==> src/rtl/c16_memctl_pkg.sv <==
// Shared types and constants for the C16 memory controller.
// Holds the FSM encoding, the access key layout, window constants and the RAM mask table.
package c16_mem_pkg;

   localparam int unsigned ADDR_W = 16;
   localparam int unsigned MEM_AW = 18;
   localparam int unsigned DATA_W = 8;
   localparam int unsigned BANK_W = 4;

   typedef enum logic [1:0] {
      IDLE   = 2'd0,
      SETTLE = 2'd1,
      REQ    = 2'd2
   } state_t;

   // Everything that distinguishes one CPU bus access from the next
   typedef struct packed {
      logic [ADDR_W-1:0] addr;
      logic              rnw;
      logic              cs_ram;
      logic              cs0;
      logic              cs1;
   } acc_key_t;

   localparam logic [11:0]       BANK_REG_PAGE   = 12'hFDD;
   localparam logic [7:0]        KERNAL_PAGE     = 8'hFC;
   localparam logic [MEM_AW-1:0] ROM_LO_BASE_DEF = 18'h10000;
   localparam logic [MEM_AW-1:0] ROM_HI_BASE_DEF = 18'h20000;

   function automatic logic [ADDR_W-1:0] ram_mask(input logic [1:0] ram_size);
      case (ram_size)
         2'd0:    ram_mask = 16'h3FFF;
         2'd1:    ram_mask = 16'h7FFF;
         default: ram_mask = 16'hFFFF;
      endcase
   endfunction

endpackage

==> src/rtl/c16_memctl_memmap.sv <==
// c16_memmap: combinational C16 bus -> external byte address / write-enable translation.
// CS priority is CS_RAM > CS0 > CS1; ROM windows never write.
module c16_memmap
   import c16_mem_pkg::*;
#(
   parameter logic [MEM_AW-1:0] ROM_LO_BASE = ROM_LO_BASE_DEF,
   parameter logic [MEM_AW-1:0] ROM_HI_BASE = ROM_HI_BASE_DEF
) (
   input  logic [ADDR_W-1:0] addr,
   input  logic              rnw,
   input  logic              cs_ram,
   input  logic              cs0,
   input  logic              cs1,
   input  logic [BANK_W-1:0] bank,
   input  logic [1:0]        ram_size,
   output logic [MEM_AW-1:0] map_addr_c,
   output logic              map_we_c
);

   logic [1:0] hi_bank;

   always_comb begin
      map_addr_c = '0;
      map_we_c   = 1'b0;
      hi_bank    = bank[3:2];
      if (!cs_ram) begin
         map_addr_c = {2'b00, addr & ram_mask(ram_size)};
         map_we_c   = ~rnw;
      end else if (!cs0) begin
         map_addr_c = ROM_LO_BASE + {2'b00, bank[1:0], addr[13:0]};
      end else if (!cs1) begin
         // Kernal common page is always visible from bank 0
         if (addr[15:8] == KERNAL_PAGE)
            hi_bank = 2'b00;
         map_addr_c = ROM_HI_BASE + {2'b00, hi_bank, addr[13:0]};
      end
   end

endmodule

==> src/rtl/c16_memctl.sv <==
// c16_memctl: turns C16 bus accesses into req/ack transactions, owns ROM bank latch and DIN.
// Optional REQ abort/timeout logic is built only when C16_MEMCTL_TIMEOUT_EN is defined.
module c16_memctl
   import c16_mem_pkg::*;
#(
   parameter logic [MEM_AW-1:0] ROM_LO_BASE = ROM_LO_BASE_DEF,
   parameter logic [MEM_AW-1:0] ROM_HI_BASE = ROM_HI_BASE_DEF,
   parameter int unsigned       TIMEOUT     = 255
) (
   input  logic              CLK28,
   input  logic              RESET,
   input  logic [ADDR_W-1:0] ADDR,
   input  logic [DATA_W-1:0] DOUT,
   input  logic              RnW,
   input  logic              CS_RAM,
   input  logic              CS0,
   input  logic              CS1,
   input  logic [1:0]        ram_size,
   output logic [DATA_W-1:0] DIN,
   output logic              WAIT,
   output logic [MEM_AW-1:0] mem_addr,
   output logic [DATA_W-1:0] mem_wdata,
   output logic              mem_we,
   output logic              mem_req,
   input  logic              mem_ack,
   input  logic [DATA_W-1:0] mem_rdata,
   output logic              timeout_err
);

   state_t            state, state_nx;
   acc_key_t          key, prev_key;
   logic              any_cs, bank_wr, start_c, tmo_hit;
   logic              load_cmd, req_done, abort;
   logic [BANK_W-1:0] bank;
   logic              is_rd;
   logic [MEM_AW-1:0] map_addr_c;
   logic              map_we_c;

   assign key     = {ADDR, RnW, CS_RAM, CS0, CS1};
   assign any_cs  = ~(CS_RAM & CS0 & CS1);
   assign bank_wr = ~RnW && (ADDR[15:4] == BANK_REG_PAGE);
   // Bank register writes are absorbed here and never reach memory
   assign start_c = any_cs && (key != prev_key) && (state == IDLE) && !bank_wr;

   c16_memmap #(
      .ROM_LO_BASE (ROM_LO_BASE),
      .ROM_HI_BASE (ROM_HI_BASE)
   ) u_map (
      .addr       (ADDR),
      .rnw        (RnW),
      .cs_ram     (CS_RAM),
      .cs0        (CS0),
      .cs1        (CS1),
      .bank       (bank),
      .ram_size   (ram_size),
      .map_addr_c (map_addr_c),
      .map_we_c   (map_we_c)
   );

   // Key history keeps tracking through reset so a held access never retriggers
   always_ff @(posedge CLK28) prev_key <= key;

   always_ff @(posedge CLK28) begin
      if (RESET) state <= IDLE;
      else       state <= state_nx;
   end

   always_comb begin
      state_nx = state;
      case (state)
         IDLE:    if (start_c) state_nx = SETTLE;
         SETTLE:  state_nx = REQ;
         REQ:     if (mem_ack || tmo_hit) state_nx = IDLE;
         default: state_nx = IDLE;
      endcase
   end

   always_comb begin
      load_cmd = 1'b0;
      req_done = 1'b0;
      abort    = 1'b0;
      WAIT     = start_c | (state != IDLE);
      case (state)
         SETTLE: load_cmd = 1'b1;
         REQ: begin
            if (mem_ack)      req_done = 1'b1;
            else if (tmo_hit) abort    = 1'b1;
         end
         default: ;
      endcase
   end

   always_ff @(posedge CLK28) begin
      if (RESET) begin
         bank      <= '0;
         mem_req   <= 1'b0;
         mem_we    <= 1'b0;
         mem_addr  <= '0;
         mem_wdata <= '0;
         is_rd     <= 1'b0;
         DIN       <= 8'hFF;
      end else begin
         if (bank_wr) bank <= ADDR[3:0];
         if (load_cmd) begin
            mem_addr  <= map_addr_c;
            mem_we    <= map_we_c;
            mem_wdata <= DOUT;
            is_rd     <= RnW;
            mem_req   <= 1'b1;
         end
         if (req_done || abort) mem_req <= 1'b0;
         if (req_done && is_rd)   DIN <= mem_rdata;
         else if (abort && is_rd) DIN <= 8'hFF;
         else if (!any_cs)        DIN <= 8'hFF;
      end
   end

`ifdef C16_MEMCTL_TIMEOUT_EN
   logic [7:0] tcnt;

   assign tmo_hit = (tcnt == 8'(TIMEOUT - 1));

   always_ff @(posedge CLK28) begin
      if (RESET) begin
         tcnt        <= '0;
         timeout_err <= 1'b0;
      end else begin
         tcnt <= (state == REQ) ? tcnt + 8'd1 : 8'd0;
         if (abort) timeout_err <= 1'b1;
      end
   end
`else
   logic [7:0] unused_timeout;
   assign unused_timeout = 8'(TIMEOUT);
   assign tmo_hit        = 1'b0;
   assign timeout_err    = 1'b0;
`endif

endmodule

==> config.mk <==
export PLATFORM = sky130hd
export DESIGN_NAME = c16_memctl
export DESIGN_NICKNAME = d
export VERILOG_FILES = /design/src/rtl/c16_memctl_pkg.sv /design/src/rtl/c16_memctl_memmap.sv /design/src/rtl/c16_memctl.sv
export SDC_FILE = /design/constraint.sdc
export NUM_CORES = 1
export LEC_CHECK = 0
export BUFFER_PORTS_ARGS = -buffer_cell sky130_fd_sc_hd__buf_4
export CORE_ASPECT_RATIO = 0.75
export CORE_UTILIZATION = 49
export DETAILED_ROUTE_END_ITERATION = 8
export GPL_ROUTABILITY_DRIVEN = 1
export GPL_TIMING_DRIVEN = 0
export PLACE_DENSITY = 0.88
export SLEW_MARGIN = 20
export SYNTH_ARGS = -nofsm -noshare
export SYNTH_HDL_FRONTEND = slang
export SYNTH_SLANG_ARGS = --single-unit
==> constraint.sdc <==
create_clock -name CLK28 -period 1.4 [get_ports CLK28]
set_input_delay 0.14 -clock CLK28 [delete_from_list [all_inputs] [get_ports CLK28]]
set_output_delay 0.14 -clock CLK28 [all_outputs]
set_load 0.02 [all_outputs]
==> results.json, run 1 <==
{
  "status": "finished with violations",
  "violations": "negative setup slack",
  "hpwl_mm": 4.21,
  "viasPerCell": 5.27,
  "syn_avg_cell_area_um2": 9.43,
  "crit_required_ns": 1.26,
  "place_area_um2": 2940,
  "hold_path.class": "input port to flip-flop",
  "ant_nets": 0,
  "regToRegEndpoint": "mem_addr[13]$_SDFFE_PP0N_",
  "timing.fmax_ghz": 0.623,
  "n_antenna_cell": 0,
  "cp-end-kind": "primary output",
  "slew_violations": 0,
  "path_max_fanout": 2,
  "n_fill_cell": 348,
  "clockBufferDepth": 2,
  "crit_start": "prev_key[14]$_DFF_P_",
  "clkLatencyLatePin_ns": 0.34,
  "worst_ir_drop_vdd_mv": 0.943,
  "hold_viol_final": 0,
  "via_count": 2188,
  "route.detailed.wl_per_inst_um": 15.1,
  "fin_crit_ns": 1.60,
  "leakagePower_nw": 1.37,
  "grt_max_degree": 11,
  "cts_tree": "yes",
  "relSlewSlack_pct": 63.9,
  "dp_cells": 377,
  "fin_cells": 415,
  "dr.pass1.iters": 4,
  "clockRootBuffer": "clkbuf_8",
  "fin_area_um2": 3350,
  "cp-start-kind": "flip-flop",
  "fp.dieH_um": 61.3,
  "cts_made_buffers": 9,
  "grt_overflow_total": 0,
  "drc": 0,
  "synth_cell_types": 29,
  "ios": 79,
  "maxCapViolations": 0,
  "antenna_found_initial": 0,
  "yosysSeqAreaShare_pct": 54.8,
  "syn-cell-area_um2": 2300,
  "portBuffers": 76,
  "synthToLayoutAreaGrowth_pct": 45.9,
  "coreArea_um2": 4490,
  "rsz0062_at_grt": "true",
  "dieArea_um2": 4970,
  "r2r-start": "state[0]$_SDFFE_PP0P_",
  "whs_ns": 0.0411,
  "grt_pass1_vias": 1951,
  "worstSetupPathType": "flip-flop to primary output",
  "synth_edf_count": 0,
  "wl_mm": 6.28,
  "rr_worst_depth": 5,
  "drt-initial-drc-count": 136,
  "drive_gt1_share_pct": 29.9,
  "async_reset_ff_share_pct": 0,
  "start_util_pct": 51.2,
  "finalCritPeriodShare_pct": 115,
  "worstSetupEndpoint": "WAIT",
  "cts_max_level": 3,
  "fin_skew_ns": 0.00660,
  "die_x_um": 81.1,
  "cp.arrival_ns": 1.46,
  "tightest_slew_ns": 0.537,
  "clock-sinks": 63,
  "gp_congestion": 0.880,
  "grt_pass1_wl_mm": 9.32,
  "synthCells": 244,
  "num_rows": 21,
  "reg2reg_setup_slack_ns": 0.06,
  "setup_ws_ns": -0.204,
  "grtUsageTotal_pct": 26.5,
  "synth_ff_type": "dfxtp_1",
  "ys_ff_latch": 63,
  "setup_viol": 1,
  "syn_nets": 285,
  "cellPowerDensity_nw_per_um2": 1190,
  "nets": 394,
  "clk_pin_slew_worst_paths_ns": 0.06,
  "yosys_warnings": 0
}
## metrics by stage
step                util [%]  setup slack (ns)  setup TNS (ns)  power (mW)
detailed placement      65.5            -0.132           -1.45        2.57
CTS                     73.9            -0.186          -0.186        3.99
finish                  74.7            -0.204          -0.204        3.99
global placement        65.5            -0.111          -0.441        2.55
global route            74.7            -0.285          -0.302        4.16
floorplan                  -             0.245               0        2.29
## routing by layer
metal | wire, um | track usage (%) | part of all wire, %
met2 | 2940 | 42.4 | 47
met3 | 519 | 9.78 | 8.3
met4 | 73 | 8.93 | 1.2
met5 | 0 | 0 | 0
met1 | 2750 | 33.4 | 44
## cell type report
| cell class | instances | area [um2] | share of cell area (%) |
|---|---|---|---|
| Sequential cell | 63 | 1260 | 37.7 |
| Timing Repair Buffer | 98 | 786 | 23.4 |
| Tap cell | 57 | 71.3 | 2.13 |
| Clock buffer | 13 | 159 | 4.74 |
| Buffer | 14 | 75.1 | 2.24 |
| Clock inverter | 3 | 17.5 | 0.522 |
| Multi-Input combinational cell | 167 | 982 | 29.3 |
## cells by family after synthesis
| group | Yosys count | synth area share, % |
|---|---|---|
| compound gates | 44 | 10.7 |
| xor+xnor | 20 | 7.62 |
| other cells | 1 | 0.163 |
| buf+inv | 14 | 2.78 |
| mux | 4 | 1.74 |
| simple gates | 98 | 22.2 |
| flops | 63 | 54.8 |
## worst min path at each step
stage	end	startpoint	cells past startpoint	slack [ns]
floorplan	prev_key[0]$_DFF_P_	CS1	0	0.17
global placement	prev_key[2]$_DFF_P_	CS_RAM	1	0.25
detailed placement	prev_key[2]$_DFF_P_	CS_RAM	1	0.27
CTS	prev_key[0]$_DFF_P_	CS1	1	-0.07
global route	mem_wdata[3]$_SDFFE_PP0N_	DOUT[3]	3	0.04
finish	DIN[2]$_SDFFE_PP1P_	mem_rdata[2]	3	0.04
## timing repair
| item | 4_1_cts | 5_1_grt |
|---|---|---|
| setup buffers | 0 | 2 |
| resized for setup | 3 | 7 |
| hold buffers | 19 | 1 |
| endpoints found under the hold margin | 20 | 1 |
| cloned | 0 | 0 |
| setup endpoints to repair | 11 | 38 |
| pin swaps | 1 | 0 |
## sequential cells by signal, summed over array words and instances, names as in the netlist
register and flops:
DIN 8, bank 4, is_rd 1, mem_addr 18, mem_req 1, mem_wdata 8
mem_we 1, prev_key 20, state 2
## worst max-delay path, cell delays in order, from the launching register on
cell     delay, ns
dfxtp_1       0.32
xnor2_1       0.18
nand4_1       0.13
nor3_2        0.21
a31oi_1       0.12
buf_4         0.17
## Yosys cell counts, drive strengths merged, types with 2 or more instances
cell type	n	area share, %
nor2	9	1.5
clkbuf	7	1.1
o21ai	3	0.65
nand3b	3	0.98
nand4	5	1.4
mux2i	4	1.7
buf	7	1.6
nand4b	3	1.8
o22ai	8	2.2
nand3	16	3.5
nor2b	2	0.54
nor3	4	0.87
a21oi	28	6.1
xnor2	20	7.6
nand2	40	6.5
nand2b	9	2.4
dfxtp	63	55
a311oi	2	0.76
or3	3	0.82
## layout by cell type, fill, tap and decap left out, types with 3 or more instances in the layout
cell type | synthesis | final
buf_4 | 1 | 80
nor3_1 | 4 | 3
o22ai_1 | 8 | 8
xnor2_1 | 20 | 20
clkbuf_1 | 7 | 8
mux2i_1 | 4 | 4
nand2_1 | 40 | 39
dlygate4sd3_1 | 0 | 20
clkbuf_4 | 0 | 3
nand3b_1 | 3 | 3
clkbuf_8 | 0 | 11
nor2_1 | 9 | 9
nand3_1 | 16 | 16
a21oi_1 | 28 | 28
or3_1 | 3 | 3
dfxtp_1 | 63 | 61
o21ai_0 | 3 | 3
nand2b_1 | 9 | 9
nand4_1 | 5 | 5
## where the power goes
| group | switching (mW) | total (mW) | internal [mW] |
|---|---|---|---|
| clock network | 0.660 | 1.39 | 0.734 |
| registers | 0.0544 | 1.95 | 1.89 |
| logic | 0.341 | 0.653 | 0.312 |
| total | 1.05 | 3.99 | 2.94 |
(Power assumes the default switching activity.)
==> run 2, diff against run 1 <==
--- a/config.mk
+++ b/config.mk
@@ -5,7 +5,7 @@
 export SDC_FILE = /design/constraint.sdc
 export NUM_CORES = 1
 export LEC_CHECK = 0
-export BUFFER_PORTS_ARGS = -buffer_cell sky130_fd_sc_hd__buf_4
+export BUFFER_PORTS_ARGS = -buffer_cell sky130_fd_sc_hd__buf_2
 export CORE_ASPECT_RATIO = 0.75
 export CORE_UTILIZATION = 49
 export DETAILED_ROUTE_END_ITERATION = 8
@@ -16,3 +16,4 @@
 export SYNTH_ARGS = -nofsm -noshare
 export SYNTH_HDL_FRONTEND = slang
 export SYNTH_SLANG_ARGS = --single-unit
+export TNS_END_PERCENT = 30
==> run 2 against run 1 <==
Against the previous run:
- the flow still finishes with violations (negative setup slack)
- hold slack got worse by 0.014 ns
- total power rose by 16%
- final cell count fell by 0.24%
- clock skew rose by 0.00077 ns
- clock power rose by 50%
- count of clock-buffer cells in the layout fell by 4
- critical endpoint unchanged
- largest cell class unchanged
==> results.json, run 2 (same netlist as run 1, synthesis figures left out) <==
{
  "status": "finished with violations",
  "maxCapViolations": 0,
  "start_util_pct": 51.2,
  "slew_violations": 0,
  "coreArea_um2": 4490,
  "relSlewSlack_pct": 65.3,
  "largest_reg_flops": 20,
  "top_regs": "prev_key (20), mem_addr (18)",
  "power_mw": 4.62,
  "n_antenna_cell": 0,
  "clk_pin_slew_worst_paths_ns": 0.08,
  "gp_congestion": 0.909,
  "cts_max_level": 3,
  "grt_pass1_wl_mm": 9.27,
  "drive_gt1_share_pct": 31.1,
  "worst_path_largest_cell_delay_ns": 0.31,
  "clock-sinks": 63,
  "clockRootBuffer": "clkbuf_8",
  "tightest_slew_ns": 0.517,
  "regToRegEndpoint": "state[0]$_SDFFE_PP0P_",
  "ios": 79,
  "num_rows": 21,
  "finalCritPeriodShare_pct": 113,
  "hpwl_mm": 3.96,
  "critPathSlowestCell": "dfxtp_1",
  "antenna_found_initial": 0,
  "cp-end-kind": "primary output",
  "portBuffers": 76,
  "fin_area_um2": 3270,
  "setup_ws_ns": -0.179,
  "cts_tree": "yes",
  "drt-initial-drc-count": 119,
  "synthToLayoutAreaGrowth_pct": 42.1,
  "setup_viol": 1,
  "violations": "negative setup slack",
  "fin_skew_ns": 0.00737,
  "drc": 0,
  "nets": 393,
  "grtUsageTotal_pct": 26.0,
  "crit_required_ns": 1.26,
  "final_cell_mix": "buf_2, dfxtp_1, nand2_1",
  "clkLatencyLatePin_ns": 0.35,
  "reg2reg_setup_slack_ns": 0.10,
  "via_count": 2188,
  "rsz0062_at_grt": "true",
  "cellPowerDensity_nw_per_um2": 1420,
  "hold_depth": 3,
  "cp.arrival_ns": 1.44,
  "worstSetupPathType": "flip-flop to primary output",
  "fp.dieH_um": 61.3,
  "hold_viol_final": 0,
  "hold_path.class": "input port to flip-flop",
  "hold_start": "DOUT[0]",
  "fin_crit_ns": 1.58,
  "die_x_um": 81.1,
  "viasPerCell": 5.29,
  "wl_mm": 6.16,
  "grt_max_degree": 13,
  "route.detailed.wl_per_inst_um": 14.9,
  "worst_ir_drop_vdd_mv": 1.03,
  "path_buf_inv": 1,
  "rr_worst_depth": 2,
  "regMostFlops": "prev_key",
  "cts_made_buffers": 9,
  "dieArea_um2": 4970,
  "fin_cells": 414,
  "place_area_um2": 2750,
  "clockBufferDepth": 2,
  "dp_cells": 377,
  "timing.fmax_ghz": 0.633,
  "grt_overflow_total": 0,
  "path_max_fanout": 2,
  "path_delay_family": "simple AND/OR/NAND/NOR gates",
  "hold-path-endpoint": "mem_wdata[0]$_SDFFE_PP0N_",
  "dr.pass1.iters": 5,
  "ant_nets": 0,
  "grt_pass1_vias": 2007,
  "r2r-start": "state[0]$_SDFFE_PP0P_",
  "leakagePower_nw": 1.37,
  "pre_cts_slack_ns": -0.127,
  "path_cells": "xnor2_1, nand4_1, nor2_1, a31oi_1, buf_4",
  "final_common_cell": "buf_2",
  "cp-start-kind": "flip-flop"
}
## run 2: changes by cell type in the layout (fill, tap and decap cells not counted), sizes merged
cell,before,now
clkbuf,23,18
bufinv,0,4
## run 2: per-layer routing
metal	vias to the layer above	wire, um	global-route usage, %
li1	1056	-	-
met1	1005	2560	31.5
met2	113	2890	43.0
met3	14	583	7.70
met4	0	119	12.8
met5	-	0	0
## run 2: power breakdown
part / leakage, nW / internal [mW] / switching, mW
registers: 0.520 / 1.89 / 0.0523
logic: 0.716 / 0.254 / 0.339
clock network: 0.130 / 1.37 / 0.723
total: 1.37 / 3.51 / 1.11
## run 2: area by class of cell
type / instances / area [um2]
multi-input cells: 167 / 997
fillers: 307 / 1220
well taps: 57 / 71.3
flip-flops and latches: 63 / 1260
plain buffers: 14 / 75.1
clock buffers: 9 / 124
clock inverters: 7 / 145
repair buffers: 97 / 591
## run 2: worst max-delay path by stage
stage                                    from                        to  cells past startpoint
after CTS                 prev_key[3]$_DFF_P_                      WAIT                      5
after global placement                ADDR[4]                      WAIT                      6
after detailed placement               CS_RAM  mem_addr[9]$_SDFFE_PP0N_                      6
final                     prev_key[9]$_DFF_P_                      WAIT                      5
after global routing      prev_key[1]$_DFF_P_                      WAIT                      5
after floorplan                       ADDR[4]      bank[0]$_SDFFE_PP0P_                      4
## run 2: metrics by stage
stage / setup TNS (ns) / hold WS [ns] / util, %
global placement: -0.409 / 0.259 / 61.2
detailed placement: -1.65 / 0.269 / 61.2
finish: -0.179 / 0.0269 / 72.7
global route: -0.232 / 0.0280 / 72.7
floorplan: 0 / 0.168 / -
CTS: -0.172 / 0.0116 / 72.4
## run 2: tightest hold or removal path, stage by stage
cell     delay (ns)
buf_2          0.09
nand2_1        0.04
a21oi_1        0.05
## run 2: what timing repair did
action / in CTS / in global routing
setup buffers: 1 / 0
hold buffers: 20 / 0
resized for setup: 8 / 5
hold endpoints to repair: 20 / 0
setup endpoints to repair: 15 / 18
pin swaps: 5 / 2
